**config.mk**
```make
export PLATFORM = sky130hd
export DESIGN_NAME = countdown_timer
export DESIGN_NICKNAME = d
export VERILOG_FILES = /design/src/rtl/countdown_timer.sv
export SDC_FILE = /design/constraint.sdc
export NUM_CORES = 1
export LEC_CHECK = 0
export BUFFER_PORTS_ARGS = -buffer_cell sky130_fd_sc_hd__clkbuf_2
export CORE_UTILIZATION = 39
export DETAILED_ROUTE_END_ITERATION = 6
export GPL_ROUTABILITY_DRIVEN = 0
export PLACE_DENSITY = 0.68
export REMOVE_ABC_BUFFERS = 1
export SLEW_MARGIN = 30
export SYNTH_ARGS = -nofsm -noshare
export SYNTH_HDL_FRONTEND = slang
export SYNTH_SLANG_ARGS = --single-unit
```
**constraint.sdc**
```tcl
create_clock -name CK -period 2.59 [get_ports CK]
set_input_delay 0.518 -clock CK [delete_from_list [all_inputs] [get_ports CK]]
set_output_delay 0.518 -clock CK [all_outputs]
set_load 0.02 [all_outputs]
```
**src/rtl/countdown_timer.sv**
```systemverilog
// Two-digit BCD countdown timer with start/stop button, preset load and alarm.
// One decrement every TICK_DIV clocks while running; all outputs are registered.
module countdown_timer #(
  parameter int unsigned TICK_DIV = 1
) (
  input  logic       CK,
  input  logic       nRES,
  input  logic       Z,
  input  logic       LD,
  input  logic [3:0] D_TENS,
  input  logic [3:0] D_ONES,
  output logic [3:0] Q_TENS,
  output logic [3:0] Q_ONES,
  output logic       RUN,
  output logic       DONE,
  output logic       ALM
);

  typedef enum logic [1:0] {
    ST_IDLE  = 2'd0,
    ST_RUN   = 2'd1,
    ST_ALARM = 2'd2
  } state_t;

  localparam logic [7:0] PRESC_LAST = 8'(TICK_DIV - 1);

  state_t     state_q, state_d;
  logic [3:0] tens_q, tens_d;
  logic [3:0] ones_q, ones_d;
  logic [7:0] presc_q, presc_d;
  logic       z_prev_q, z_prev_d;
  logic       run_q, run_d;
  logic       alm_q, alm_d;
  logic       done_q, done_d;

  logic       z_edge;
  logic       tick;
  logic       at_zero;
  logic       at_one;

  function automatic logic [3:0] clamp_bcd(input logic [3:0] d);
    return (d > 4'd9) ? 4'd9 : d;
  endfunction

  // BCD decrement of a non-zero two-digit value: {tens, ones}.
  function automatic logic [7:0] bcd_dec(input logic [3:0] t, input logic [3:0] o);
    logic [7:0] r;
    if (o != 4'd0) r = {t, o - 4'd1};
    else           r = {t - 4'd1, 4'd9};
    return r;
  endfunction

  assign z_edge  = Z & ~z_prev_q;
  assign tick    = (presc_q == PRESC_LAST);
  assign at_zero = (tens_q == 4'd0) && (ones_q == 4'd0);
  assign at_one  = (tens_q == 4'd0) && (ones_q == 4'd1);

  always_comb begin
    state_d  = state_q;
    tens_d   = tens_q;
    ones_d   = ones_q;
    presc_d  = presc_q;
    z_prev_d = Z;
    done_d   = 1'b0;

    if (LD) begin
      // Load wins over any button edge or pending tick.
      tens_d  = clamp_bcd(D_TENS);
      ones_d  = clamp_bcd(D_ONES);
      state_d = ST_IDLE;
      presc_d = 8'd0;
    end else begin
      case (state_q)
        ST_IDLE: begin
          if (z_edge && !at_zero) begin
            state_d = ST_RUN;
            presc_d = 8'd0;
          end
        end
        ST_RUN: begin
          if (z_edge) begin
            // Pause; a tick on this same cycle is dropped.
            state_d = ST_IDLE;
            presc_d = 8'd0;
          end else if (tick) begin
            presc_d          = 8'd0;
            {tens_d, ones_d} = bcd_dec(tens_q, ones_q);
            if (at_one) begin
              state_d = ST_ALARM;
              done_d  = 1'b1;
            end
          end else begin
            presc_d = presc_q + 8'd1;
          end
        end
        ST_ALARM: begin
          if (z_edge) state_d = ST_IDLE;
        end
        default: begin
          state_d = ST_IDLE;
          presc_d = 8'd0;
        end
      endcase
    end

    run_d = (state_d == ST_RUN);
    alm_d = (state_d == ST_ALARM);
  end

  always_ff @(posedge CK) begin
    if (!nRES) begin
      state_q  <= ST_IDLE;
      tens_q   <= 4'd0;
      ones_q   <= 4'd0;
      presc_q  <= 8'd0;
      z_prev_q <= 1'b0;
      run_q    <= 1'b0;
      alm_q    <= 1'b0;
      done_q   <= 1'b0;
    end else begin
      state_q  <= state_d;
      tens_q   <= tens_d;
      ones_q   <= ones_d;
      presc_q  <= presc_d;
      z_prev_q <= z_prev_d;
      run_q    <= run_d;
      alm_q    <= alm_d;
      done_q   <= done_d;
    end
  end

  assign Q_TENS = tens_q;
  assign Q_ONES = ones_q;
  assign RUN    = run_q;
  assign ALM    = alm_q;
  assign DONE   = done_q;

endmodule

```
==> results of run 1 <==
[placed cells by master (no fill, tap or decap), types with 2 or more instances in the layout]
cell type / n
a211o_1: 4
nor3_1: 6
and3_1: 3
clkbuf_2: 22
and2_1: 3
nor2b_1: 3
a211oi_1: 3
nor4_1: 5
o21ai_0: 3
mux2i_1: 2
nand3b_1: 2
xnor2_1: 3
clkbuf_4: 3
ha_1: 3
nand4_1: 2
nand3_1: 8
inv_1: 5
nor3b_1: 2
o311ai_1: 2
nand2b_1: 5
o31a_1: 3
o311a_1: 3
nor2_1: 8
dfxtp_1: 22
nand2_1: 9
[metrics by stage]
stage | total power [mW] | util, % | setup slack (ps)
floorplan | 0.4529 | - | 766.7
global placement | 0.4913 | 46.44 | 627.1
detailed placement | 0.4944 | 46.44 | 599.2
CTS | 0.6873 | 47.60 | 554.0
global route | 0.7185 | 47.60 | 436.8
finish | 0.6792 | 47.60 | 570.0
[cell usage after synthesis, types with 2 or more instances]
cell type,count,area share [%]
nand3_1,8,3.0
nand2_1,9,2.6
o31a_1,3,2.0
o21ai_0,3,1.1
nand3b_1,2,1.1
dfxtp_1,22,33
nor2_1,8,2.3
ha_1,3,2.8
nand2b_1,5,2.4
nor3_1,6,2.3
o311ai_1,2,1.3
nor3b_1,2,1.1
mux2i_1,2,1.5
xnor2_1,3,2.0
and3_1,3,1.4
a211o_1,4,2.6
buf_4,2,1.1
nor2b_1,3,1.4
nor4_1,5,2.4
o311a_1,3,2.3
a211oi_1,3,1.7
nand4_1,2,0.95
and2_1,3,1.4
inv_1,5,1.4
[power groups by stage]
| stage | Combinational [mW] | Sequential (mW) | Clock [mW] |
|---|---|---|---|
| 2_1_floorplan | 0.0731 | 0.380 | 0 |
| 3_3_place_gp | 0.121 | 0.371 | 0 |
| 3_5_place_dp | 0.123 | 0.372 | 0 |
| 4_1_cts | 0.123 | 0.364 | 0.200 |
| 5_1_grt | 0.135 | 0.367 | 0.216 |
| 6_report | 0.123 | 0.364 | 0.192 |
[cell type report]
cell class / count / share of cell area (%)
clock buffer: 4 / 2.437
timing repair buffer: 22 / 7.395
multi-input combinational: 113 / 55.63
sequential: 22 / 29.58
tap: 44 / 3.697
inverter: 5 / 1.261
[critical path, delay by kind of cell, from the launching register on]
kind,cells,cell delay [ps]
compound gates,2,540
fa+ha+maj,1,170
buf+inv,1,110
flops,1,380
simple gates,2,730
[path summary, 6_finish.rpt]
path	to	slack, ps	cells after the start
setup reg to reg	Q_TENS[2]	570	6
hold reg to reg	Q_TENS[1]	510	2
hold / removal	z_prev_q	420	2
setup / recovery	Q_TENS[2]	570	6
[registers in the layout (all words and copies together) (netlist names)]
register and cells:
presc_q 8, Q_ONES 4, Q_TENS 4, state_q 2
ALM 1, DONE 1, RUN 1, z_prev_q 1
[layer usage]
metal  part of all wire, %  routed length (um)  GRT usage, %
met4                   1.2                  35         6.645
met3                   6.2                 183         4.113
met5                     0                   0             0
met2                    46                1353         27.63
met1                    47                1374         24.77
[cells by family (layout without fill, tap and decap cells)]
logic type | Yosys count | count (layout)
flip-flops | 22 | 22
multiplexers | 2 | 2
adder cells (fa/ha/maj) | 3 | 3
AO/OA/AOI/OAI | 29 | 29
buffers and inverters | 10 | 31
XOR/XNOR | 3 | 3
AND/OR/NAND/NOR | 76 | 76
==> impl_metrics.toml, run 1 <==
[outcome]
run_status = "finished clean"

[setup_path]
startpoint_type = "flip-flop"
cp_slowest_stage_delay_ps = 510
crit_chain = "inv_1, ha_1, or4b_4, nor2_4, a41oi_2, o311a_1"
crit_slowest_cell = "or4b_4"
arrival_ps = 2240
crit_fanout = 7
worst-endpoint-required_ps = 2810
crit_type = "reg2reg"
critPathCaptureType = "flip-flop"
crit_start = "presc_q[0]"
r2r-start = "presc_q[0]"

[timing]
max_freq_ghz = 0.4951
hold_slack_ps = 423.0
hold_viol_final = 0
slew_violations = 0
period_minus_slack_ps = 2020
finClkSkew_ps = 13.48
rsz0062_at_grt = "false"
setup_viol_count_final = 0
slew_headroom_pct = 68.60
fin_setup_tns_ps = 0
worst_pin_slew_ps = 467.3
post-route-period-util_pct = 77.99

[grt]
grt_max_degree = 16
gr-usage-all-layers_pct = 18.16
grt_pass1_wl_um = 4947
grt_antenna_before_repair = 0
grt_pass1_vias = 1102
grt.overflow.total = 0

[routing]
drt_iter0_markers = 93
vias_per_cell = 5.729
finalWirelength_um = 2947
post_drt_wl_per_cell_um = 14.03
first_pass_iters = 4
drc_errors = 0
route.vias.total = 1203
drtAntennaViolNets = 0

[placement]
dpl_cell_area_um2 = 1453
dp_hpwl_um = 2219
dp_cells = 206
port_buffers = 22

[finish]
multi_input_area_um2 = 828.3
fin_nets = 182
instances_no_fill = 210
drive_gt1_share_pct = 24.70
fillCellCount = 300
regArea_um2 = 440.4
stdcell_area_um2 = 1489
area_growth_pct = 12.58
n_antenna_cell = 0

[clocking]
cts_tree = "built"
postCtsHoldBufs = 0
clk-insertion-delay-late_ps = 320
cts_resized = 0
clk_path_buf_depth = 2
post_cts_buffers = 0
clk_pin_slew_worst_paths_ps = 130
cts_made_buffers = 3
cts-htree-levels = 1
cts_root_buffer = "clkbuf_4"
clock-sinks = 22

[synthesis]
syn_inst = 145
synth_ff_type = "dfxtp_1"
synth_edf_count = 0
synth_xor_area_share_pct = 1.987
yosysSeqAreaShare_pct = 33.30
synth_compound_area_share_pct = 18.73
synth-adder-area-share_pct = 2.838
ys_seq_elements = 22
async_reset_ff_share_pct = 0
synth_top_family_by_area = "simple AND/OR/NAND/NOR gates"
avgSynthCellArea_um2 = 9.121
synth_cell_types = 58
synthMuxAreaShare_pct = 1.514
yosys_warnings = 0
yosys.area_share.simple_pct = 37.56
synth_area_um2 = 1323

[power]
leakage_nw = 0.6314
p_int_mw = 0.4869
switchingPower_mw = 0.1924
comb_power_share_pct = 18.2
switching_share_pct = 28.32
seqPwrFrac_pct = 53.6
clockPowerShare_pct = 28.2
p_per_area_nw_per_um2 = 456.2
ir_worst_vdd_v = 0.0002550

[die]
start_util_pct = 42.28
core-area_um2 = 3128
dieArea_um2 = 3628
io_pins = 23
row_count = 20
die_h_um = 60.23
die_w_um = 60.23

[job]
maxCapViolCount = 0

[worst_hold_path]
hold_path.class = "in2reg"
hold_path_startpoint = "Z"
Power figures use the tool's default switching activity.
==> run 2, diff against run 1 <==
==> constraint.sdc (replaced) <==
create_clock -name CK -period 1.95 [get_ports CK]
set_input_delay 0.39 -clock CK [delete_from_list [all_inputs] [get_ports CK]]
set_output_delay 0.39 -clock CK [all_outputs]
set_load 0.02 [all_outputs]
==> run 2 against run 1 <==
Effect of this change:
- utilization is 2.6 points higher
- register-to-register slack worse by 490 ps
- via count is 5.1% higher
- clock-buffer cell count stayed put
- cell area is 5.5% higher
- final cell count is 3.3% higher
- wire length is 8.4% higher
- sequential share of layout area is 1.2 points lower
- combinational power is 52% higher
- clock skew is 6.9 ps lower
- power is 37% higher
- sequential power is 33% higher
- largest cell class unchanged
==> impl_metrics.toml, run 2 (synthesized netlist as in run 1, its figures left out) <==
[timing]
max_freq_ghz = 0.5361
setup_viol_count_final = 0
hold_slack_ps = 304.5
worst_pin_slew_ps = 455.1
slew_headroom_pct = 69.48
post-route-period-util_pct = 95.67
finClkSkew_ps = 6.539
period_minus_slack_ps = 1865
slew_violations = 0
hold_viol_final = 0
fin_ws_ps = 84.51

[setup_path]
crit_buf_inv = 1
crit_chain = "inv_1, ha_1, or4b_4, nor2_4, a41oi_2, o311a_1"
cp_num_cells = 6
crit_start = "presc_q[0]"
r2r-start = "presc_q[0]"
crit_slowest_cell = "or4b_4"
crit_type = "reg2reg"
worst-endpoint-required_ps = 2170
cp_slowest_stage_delay_ps = 510
crit_family = "simple AND/OR/NAND/NOR gates"
startpoint_type = "flip-flop"
critPathCaptureType = "flip-flop"
crit_fanout = 5
rr_worst_depth = 6
arrival_ps = 2090

[die]
row_count = 20
die_w_um = 60.23
core-area_um2 = 3128
die_h_um = 60.23
dieArea_um2 = 3628
io_pins = 23
start_util_pct = 42.28

[clocking]
clock-sinks = 22
cts-htree-levels = 1
cts_root_buffer = "clkbuf_4"
cts_tree = "built"
postCtsHoldBufs = 0
post_cts_buffers = 0
clk_pin_slew_worst_paths_ps = 130
clk_path_buf_depth = 2
cts_made_buffers = 3
clk-insertion-delay-late_ps = 320

[placement]
preCtsSetupSlack_ps = -0.4209
port_buffers = 22
dp_hpwl_um = 2409

[power]
switching_share_pct = 28.66
leakage_nw = 0.6722
switchingPower_mw = 0.2664
clockPowerShare_pct = 27.9
ir_worst_vdd_v = 0.0003415
comb_power_share_pct = 20.1
seqPwrFrac_pct = 52.0
p_int_mw = 0.6632
p_per_area_nw_per_um2 = 592.0

[routing]
post_drt_wl_per_cell_um = 14.72
route.vias.total = 1264
drc_errors = 0
drt_iter0_markers = 85
vias_per_cell = 5.825
finalWirelength_um = 3195
drtAntennaViolNets = 0
first_pass_iters = 4

[worst_hold_path]
hold_path.class = "in2reg"
holdPathStages = 2
hold_path_startpoint = "Z"

[outcome]
run_status = "finished clean"

[grt]
grt_antenna_before_repair = 0
grt.overflow.total = 0
gr-usage-all-layers_pct = 19.50
grt_pass1_wl_um = 5285
grt_max_degree = 13
grt_pass1_vias = 1218

[finish]
area_growth_pct = 18.73
fin_nets = 189
drive_gt1_share_pct = 30.06
mostFrequentLayoutCells = "clkbuf_2 (22), dfxtp_1 (18), nand2_1 (9)"
largest-register = "presc_q"
layout_commonest_cell = "clkbuf_2"
n_antenna_cell = 0
largest_reg_flops = 8

[job]
maxCapViolCount = 0
==> run 2: routing by layer <==
metal / GRT usage (%) / vias to the layer above / routed length [um]
met2: 30.93 / 37 / 1510
met1: 24.38 / 603 / 1493
met4: 11.30 / 0 / 68
met5: 0 / - / 0
met3: 3.680 / 7 / 122
li1: - / 617 / -
==> run 2: power by group through the flow <==
stage	combinational, mW	sequential (mW)	clock [mW]
2_1_floorplan	0.0971	0.504	0
3_3_place_gp	0.177	0.491	0
3_5_place_dp	0.180	0.493	0
4_1_cts	0.181	0.482	0.271
5_1_grt	0.204	0.487	0.286
6_report	0.187	0.484	0.259
==> run 2: timing repair <==
item                       CTS  global route
pin swaps                    1             1
hold endpoints to repair     0             0
resized for setup            1             7
setup endpoints to repair    1             8
==> run 2: layout make-up <==
type | instances | area [um^2]
well taps | 44 | 55.05
fillers | 303 | 1558
inverters | 5 | 18.77
multi-input cells | 113 | 852.1
clock buffers | 4 | 36.28
flip-flops and latches | 22 | 445.4
repair buffers | 29 | 162.7
==> run 2: worst paths after layout <==
kind,end,slack (ps)
setup / recovery,Q_TENS[2],80
hold / removal,z_prev_q,300
setup reg to reg,Q_TENS[2],80
hold reg to reg,Q_TENS[1],500
==> run 2: per-stage QoR <==
step / total power [mW] / util (%) / area (um^2) / TNS, ps / instances
2_1_floorplan: 0.6016 / - / 1287 / 0 / 140
3_5_place_dp: 0.6722 / 48.12 / 1505 / -0.4209 / 213
5_1_grt: 0.9768 / 50.20 / 1570 / -0.4661 / 217
4_1_cts: 0.9341 / 49.56 / 1550 / 0 / 217
3_3_place_gp: 0.6687 / 48.12 / 1505 / 0 / 213
6_report: 0.9296 / 50.20 / 1570 / 0 / 217
==> run 2: worst reg2reg max path, delay by kind of cell, from the launching register on <==
kind	cells	cell delay (ps)
flip-flops	1	360
adder cells (fa/ha/maj)	1	180
AO/OA/AOI/OAI	2	490
AND/OR/NAND/NOR	2	650
buffers and inverters	1	100
